===== config.mk =====
export PLATFORM = sky130hd
export DESIGN_NAME = sram_read_check
export DESIGN_NICKNAME = d
export VERILOG_FILES = /design/src/rtl/sram_read_check.sv
export SDC_FILE = /design/constraint.sdc
export NUM_CORES = 1
export LEC_CHECK = 0
export BUFFER_PORTS_ARGS = -buffer_cell sky130_fd_sc_hd__buf_2
export CAP_MARGIN = 25
export CORE_MARGIN = 3
export CORE_UTILIZATION = 38
export DETAILED_ROUTE_END_ITERATION = 7
export PLACE_DENSITY_LB_ADDON = 0.08
export SYNTH_ARGS = -nofsm -noshare
export SYNTH_HDL_FRONTEND = slang
export SYNTH_SLANG_ARGS = --single-unit

===== constraint.sdc =====
create_clock -name CLOCK -period 4.1 [get_ports CLOCK]
set_clock_uncertainty 0.05 [all_clocks]
set_input_delay 0.82 -clock CLOCK [delete_from_list [all_inputs] [get_ports CLOCK]]
set_output_delay 0.82 -clock CLOCK [all_outputs]
set_load 0.02 [all_outputs]

===== src/rtl/sram_read_check.sv =====
// ============================================================================
// Module      : sram_read_check
// Description : Streams pipelined reads over the SSRAM wrapper read port and
//               compares each word against the shared address-derived pattern.
//               Optional macro SRAM_READ_CHECK_STOP_ON_ERR_EN ends the pass at
//               the first mismatch.
// Revision    : 1.0 - initial release
// ============================================================================
`default_nettype none

module sram_read_check #(
    parameter int ADDR_W       = 20,
    parameter int DATA_W       = 32,
    parameter int NUM_WORDS    = 1048576,
    parameter int READ_LATENCY = 2,
    parameter int ERR_W        = 16
) (
    input  logic              CLOCK,
    input  logic              RST,
    input  logic              start,
    input  logic [DATA_W-1:0] bitMask,
    output logic              ren,
    output logic [ADDR_W-1:0] rAddr,
    input  logic [DATA_W-1:0] rData,
    output logic              busy,
    output logic              done,
    output logic              pass,
    output logic [ERR_W-1:0]  err_count,
    output logic [ADDR_W-1:0] first_err_addr
);

    localparam logic [ADDR_W:0] C_LAST_ADDR = (ADDR_W + 1)'(NUM_WORDS - 1);

    typedef enum logic [1:0] {
        S_IDLE  = 2'd0,
        S_ISSUE = 2'd1,
        S_DRAIN = 2'd2,
        S_DONE  = 2'd3
    } state_t;

    state_t                   state_q, state_d;
    logic                     start_q, start_d;
    logic                     ren_q, ren_d;
    logic [ADDR_W:0]          cnt_q, cnt_d;
    logic                     busy_q, busy_d;
    logic                     done_q, done_d;
    logic                     pass_q, pass_d;
    logic [ERR_W-1:0]         err_count_q, err_count_d;
    logic [ADDR_W-1:0]        first_err_addr_q, first_err_addr_d;
    logic [READ_LATENCY-1:0]  pipe_vld_q, pipe_vld_d;
    logic [ADDR_W-1:0]        pipe_addr_q [READ_LATENCY];
    logic [ADDR_W-1:0]        pipe_addr_d [READ_LATENCY];

    logic                     w_start_edge;
    logic                     w_head_vld;
    logic [ADDR_W-1:0]        w_head_addr;
    logic                     w_mismatch;

    // Low ADDR_W bits carry the address, the next ADDR_W bits its complement,
    // repeating as needed to fill DATA_W.
    function automatic logic [DATA_W-1:0] exp_word(input logic [ADDR_W-1:0] a);
        logic [DATA_W-1:0] w;
        w = '0;
        for (int i = 0; i < DATA_W; i++) begin
            w[i] = (((i / ADDR_W) % 2) == 1) ? ~a[i % ADDR_W] : a[i % ADDR_W];
        end
        return w;
    endfunction

    assign w_start_edge = start & ~start_q;
    assign w_head_vld   = pipe_vld_q[READ_LATENCY-1];
    assign w_head_addr  = pipe_addr_q[READ_LATENCY-1];
    assign w_mismatch   = w_head_vld &&
                          ((rData & bitMask) != (exp_word(w_head_addr) & bitMask));

    always_comb begin
        state_d          = state_q;
        start_d          = start;
        ren_d            = ren_q;
        cnt_d            = cnt_q;
        busy_d           = busy_q;
        done_d           = done_q;
        pass_d           = pass_q;
        err_count_d      = err_count_q;
        first_err_addr_d = first_err_addr_q;

        // Each cycle the issued request (if any) enters the tail of the pipe.
        pipe_vld_d[0]  = ren_q;
        pipe_addr_d[0] = cnt_q[ADDR_W-1:0];
        for (int i = 1; i < READ_LATENCY; i++) begin
            pipe_vld_d[i]  = pipe_vld_q[i-1];
            pipe_addr_d[i] = pipe_addr_q[i-1];
        end

        if (w_mismatch) begin
            if (err_count_q != '1) begin
                err_count_d = err_count_q + ERR_W'(1);
            end
            if (err_count_q == '0) begin
                first_err_addr_d = w_head_addr;
            end
        end

        case (state_q)
            S_IDLE: begin
                if (w_start_edge) begin
                    err_count_d      = '0;
                    first_err_addr_d = '0;
                    pass_d           = 1'b0;
                    done_d           = 1'b0;
                    busy_d           = 1'b1;
                    ren_d            = 1'b1;
                    cnt_d            = '0;
                    state_d          = S_ISSUE;
                end
            end
            S_ISSUE: begin
                if (cnt_q == C_LAST_ADDR) begin
                    ren_d   = 1'b0;
                    state_d = S_DRAIN;
                end else begin
                    cnt_d = cnt_q + (ADDR_W + 1)'(1);
                end
            end
            S_DRAIN: begin
                // The final compare lands in the same edge that closes the pass.
                if (pipe_vld_d == '0) begin
                    state_d = S_DONE;
                    done_d  = 1'b1;
                    busy_d  = 1'b0;
                    pass_d  = (err_count_d == '0);
                end
            end
            S_DONE: begin
                if (!start) begin
                    state_d = S_IDLE;
                end
            end
            default: state_d = S_IDLE;
        endcase

`ifdef SRAM_READ_CHECK_STOP_ON_ERR_EN
        if (w_mismatch) begin
            ren_d      = 1'b0;
            pipe_vld_d = '0;
            state_d    = S_DONE;
            done_d     = 1'b1;
            busy_d     = 1'b0;
            pass_d     = 1'b0;
        end
`endif
    end

    always_ff @(posedge CLOCK or posedge RST) begin
        if (RST) begin
            state_q          <= S_IDLE;
            start_q          <= 1'b0;
            ren_q            <= 1'b0;
            cnt_q            <= '0;
            busy_q           <= 1'b0;
            done_q           <= 1'b0;
            pass_q           <= 1'b0;
            err_count_q      <= '0;
            first_err_addr_q <= '0;
            pipe_vld_q       <= '0;
            for (int i = 0; i < READ_LATENCY; i++) begin
                pipe_addr_q[i] <= '0;
            end
        end else begin
            state_q          <= state_d;
            start_q          <= start_d;
            ren_q            <= ren_d;
            cnt_q            <= cnt_d;
            busy_q           <= busy_d;
            done_q           <= done_d;
            pass_q           <= pass_d;
            err_count_q      <= err_count_d;
            first_err_addr_q <= first_err_addr_d;
            pipe_vld_q       <= pipe_vld_d;
            for (int i = 0; i < READ_LATENCY; i++) begin
                pipe_addr_q[i] <= pipe_addr_d[i];
            end
        end
    end

    assign ren            = ren_q;
    assign rAddr          = cnt_q[ADDR_W-1:0];
    assign busy           = busy_q;
    assign done           = done_q;
    assign pass           = pass_q;
    assign err_count      = err_count_q;
    assign first_err_addr = first_err_addr_q;

endmodule

`default_nettype wire


Word level (Yosys, flattened, before mapping)
Index checks and enable logic that the tools add are counted.

Add/sub/neg operators: 2. Bitwise operators: 16. Reductions and logical operators: 11. Muxes and demuxes: 26. Equal/unequal tests: 11.

Operators by type and width (count): $mux 20 (4); $and 32x32->32 (2); $mux 16 (4); $mux 21 (2); $pmux 21 s2 (1); $logic_not 16->1 (2); $ne 32x32->1 (1); $add 21x1->21 const B (1); $eq 21x20->1 const B (1); $add 16x1->16 const B (1); $ne 16x16->1 const B (1); $not 1->1 (13); $ne 2x2->1 const B (5); $reduce_and 3->1 (3); $mux 2 (4); $pmux 1 s2 (4); $pmux 2 s4 (1); $mux 1 (6); $eq 2x2->1 const B (2); $logic_not 2->1 (2); $reduce_and 4->1 (1); $reduce_bool 2->1 (2); $eq 2x1->1 const B (1); $and 1x1->1 (1); $logic_and 1x1->1 (1).

Word-level logic and storage cells: 78. Register bits after elaboration: 106. Input bits: 67. Output and inout port bits: 60.

Longest topological paths before layout
Depth in word-level cells: 8. Gate-level depth with buffers: 11. Mapped depth without buffers: 9.

Worst setup path after synthesis
No wires, ideal clock.

Path type: in2reg. Start: in rData[19]. End: reg pass_q, in the netlist pass. Required time: 3.983 ns. Arrival time: 2.558 ns. Buffers on the path: 0. Stages on the path: 8. Slack: 1.424 ns. Setup time: 0.067 ns. Cell sequence: xor2_1 > a22oi_1 > nand4_1 > nor4_4 > nor3_2 > mux2_4 > nor4_1 > a32o_1.

Longest elaborated chain between the ends: 7.

Ends and longest elaborated chain: start: declaration (line 24) `input logic [DATA_W-1:0] rData,`; $and 32x32->32 (line 74) `((rData & bitMask) != (exp_word(w_head_addr) & bitMask));`; $ne 32x32->1 (line 74); $logic_and 1x1->1 (line 73) `assign w_mismatch = w_head_vld &&`; $mux 16 (line 95) `if (w_mismatch) begin`; $logic_not 16->1 (line 131) `pass_d = (err_count_d == '0);`; $mux 1 (line 127) `if (pipe_vld_d == '0) begin`; $pmux 1 s2 (line 104) `case (state_q)`; end signal: assignment (line 176) `pass_q <= pass_d;`; end: declaration (line 47) `logic pass_q, pass_d;`.

No other way between the ends. The select of a mux whose other input is x is not followed. A chain may end at the register's enable or synchronous reset.

Worst setup path in the final report
Start: reg err_count_q[0], in the netlist err_count[0]. End: reg pass_q, in the netlist pass.

Longest elaborated chain between the ends: 6. Elaborated cells on any way between the ends: 7. Classes of those cells: add/sub (1); eq/ne (1); mux (4); reduce/logical (1).

Ends and longest elaborated chain: start: declaration (line 48) `logic [ERR_W-1:0] err_count_q, err_count_d;`; start signal: assignment (line 177) `err_count_q <= err_count_d;`; $add 16x1->16 or $ne 16x16->1 (tied branches) (line 97, 96); $mux 16 (line 96) `if (err_count_q != '1) begin`; $mux 16 (*) (line 95); $logic_not 16->1 (*) (line 131); $mux 1 (*) (line 127); $pmux 1 s2 (*) (line 104).

Mark *: on every way between the ends. The rest lies on a longest branch, timed or not. The select of a mux whose other input is x is not followed.

==> metrics.csv <==
metric;value;unit
outcome;finished clean;
cts_resized;0;
wl_per_cell;16.0;µm
setup_violations;0;
tns;0;ns
cp.arrival;3.31;ns
vias;3689;
drt_iter0_markers;181;
path_class;reg -> reg;
clock-root-buffer;clkbuf_16;
io_pins;127;
grtUsageTotal;0.168;
clock_latency;0.34;ns
gp_congestion;0.790;
synth_nets;544;
rows;41;
antenna_found_initial;0;
hold_viol_final;0;
ys_async_sr_fraction;1.00;
postCtsSetupRepairBufs;0;
critical_path.startpoint;err_count[0];
maxCapViolations;0;
insertedDiodeCount;0;
drive_above_1_share;0.264;
peakVddDrop;166;µV
final_util;0.470;
synth_edf_count;0;
post_synth_fa_ha_maj_area_fraction;0.0199;
cts_tree;done;
worstPathMaxFanout;15;
initial_core_util;0.393;
clkTransAtPathRegs;0.07;ns
power.total;0.00197;W
routed_via_density;4.89;
port_buffers;126;
r2r_cells;9;
nets;653;
yosys-mux-area-fraction;0.0590;
grt_max_degree;71;
firstDrtPassIters;4;
synth-compound-area-share;0.0645;
cts_buffer_depth;2;
ys.flop_type;dfrtp_1;
endpoint_kind;register;
grt_pass1_vias;3597;
die_y;121;µm
p_per_area;329;mW/mm²
cts_inserted_buffers;9;
grt_overflow;0;
synth_area;0.00502;mm²
core;0.0128;mm²
ys_seq_elements;106;
synth_top_family_by_area;simple AND/OR/NAND/NOR gates;
syn_inst;469;
rsz0062_at_grt;false;
drc;0;
avgSynthCellArea;10.7;µm²
worstReg2RegStart;err_count[0];
reg2reg_setup_slack;1.02;ns
cellLeakagePower;2.96;nW
postCtsHoldBufs;0;
timing.final.crit_share;0.751;
fmaxAchievable;0.325;GHz
tightest_slew;1.03;ns
ant_nets;0;
die_w;121;µm
fin_crit;3.08;ns
required;4.33;ns
die-area;0.0146;mm²
yosys_warnings;0;
drv_slew;0;
hold_path.class;reg -> reg;
timing.slew.headroom;0.313;
r2r_end;pass;
grt_pass1_wl;19.4;mm
synth-simple-area-share;0.168;
wl;12.1;mm
seq_area_frac_synth;0.528;
crit_end;pass;
cp-start-kind;register;
htree_num_levels;3;
synth_xor_xnor_area_share;0.108;
yosysUniqueCellTypes;45;
clock-sinks;106;
area_growth;19.4;%
place_hpwl;9.03;mm
[report_power, final]
group	total (W)	switching [W]	internal, W
sequential	0.00106	0.00000636	0.00105
clock	0.000819	0.000383	0.000436
combinational	0.0000997	0.0000538	0.0000459
[flip-flops by register name, summed over array words and instances, names as in the netlist]
register / cells
w_head_addr: 20
busy: 1
done: 1
pipe_addr_d: 20
pass: 1
ren: 1
err_count: 16
cnt_q: 21
first_err_addr: 20
start_q: 1
pipe_vld_q: 2
state_q: 2
[layout by cell type (no fill, tap or decap), types with 8 or more instances in the layout]
master,n
nor2_1,62
xnor2_1,25
nor3_1,11
o21ai_0,10
clkbuf_16,9
ha_1,8
dfrtp_1,106
nand3_1,20
nand2_1,20
nand4_1,19
xor2_1,37
mux2i_1,27
buf_2,126
inv_1,13
a22oi_1,17
[cell type report]
type	instances	area, µm²
clock buffers	12	246
inverters	14	55.1
clock inverters	4	35.0
multi-input cells	315	2120
repair buffers	132	676
flip-flops and latches	106	2650
well taps	172	215
fillers	1248	6780
[through the flow]
step / instance area (µm²) / cells / setup slack [ns] / hold slack, ns
after floorplan: 5020 / 469 / 0.441 / 0.281
after global placement: 5720 / 739 / 0.828 / 0.282
after detailed placement: 5720 / 739 / 0.797 / 0.285
after CTS: 6000 / 755 / 1.05 / 0.303
after global routing: 6000 / 755 / 0.752 / 0.300
final: 6000 / 755 / 1.02 / 0.299
[cell families (layout without fill, tap and decap cells)]
kind of cell               Yosys count  after routing
and+or+nand+nor                    169            169
adders and majority gates            8              8
DFF                                106            106
buffers and inverters               48            162
xor gates and xnor gates            62             62
muxes                               29             29
AOI/OAI and AO/OA                   47             47
[worst max-delay path, cell delays in order, from the launching register on]
cell and delay (ns):
dfrtp_1 0.49, ha_1 0.29, nand3_1 0.15, nor2_1 0.13, nand4_1 0.18, nand2_1 0.10
nor2_1 0.79, a32oi_1 0.22, nor4_1 0.40, a32o_1 0.22
[worst min-delay path by stage]
stage	startpoint	endpoint	slack [ns]	depth (start not counted)
finish	pipe_addr_d[3]	w_head_addr[3]	0.30	0
global route	pipe_addr_d[3]	w_head_addr[3]	0.30	0
CTS	pipe_addr_d[16]	w_head_addr[16]	0.30	0
detailed placement	pipe_addr_d[14]	w_head_addr[14]	0.28	0
global placement	pipe_addr_d[15]	w_head_addr[15]	0.28	0
floorplan	pipe_addr_d[0]	w_head_addr[0]	0.28	0
[Yosys cell counts (2+ instances only)]
cell      number  share of area
nand3_1       20          0.020
nand4_1       19          0.024
or3_1          6         0.0075
ha_1           8          0.020
inv_1         14          0.010
a211o_1        2         0.0035
a22oi_1       17          0.025
a21oi_1        7         0.0070
a32oi_1        2         0.0035
clkbuf_1      10         0.0075
and4_1         3         0.0052
dfrtp_1      106           0.53
a22o_1         2         0.0035
nand2_1       20          0.015
nor2_1        63          0.047
nor4_1         6         0.0075
buf_2          4         0.0040
xor2_1        37          0.065
nor3_1        11          0.011
nand2b_1       3         0.0037
xnor2_1       25          0.044
and3_1         4         0.0050
o21ai_0       10          0.010
buf_4         20          0.030
mux2i_1       27          0.054
and2_1         4         0.0050
[per-layer routing]
metal / vias to the layer above / global-route usage / part of all wire
met2: 91 / 0.262 / 0.46
met4: 0 / 0.0404 / 0.0069
met5: - / 0 / 0
met1: 1770 / 0.242 / 0.48
li1: 1822 / - / -
met3: 6 / 0.0364 / 0.052
(Power assumes the default switching activity.)
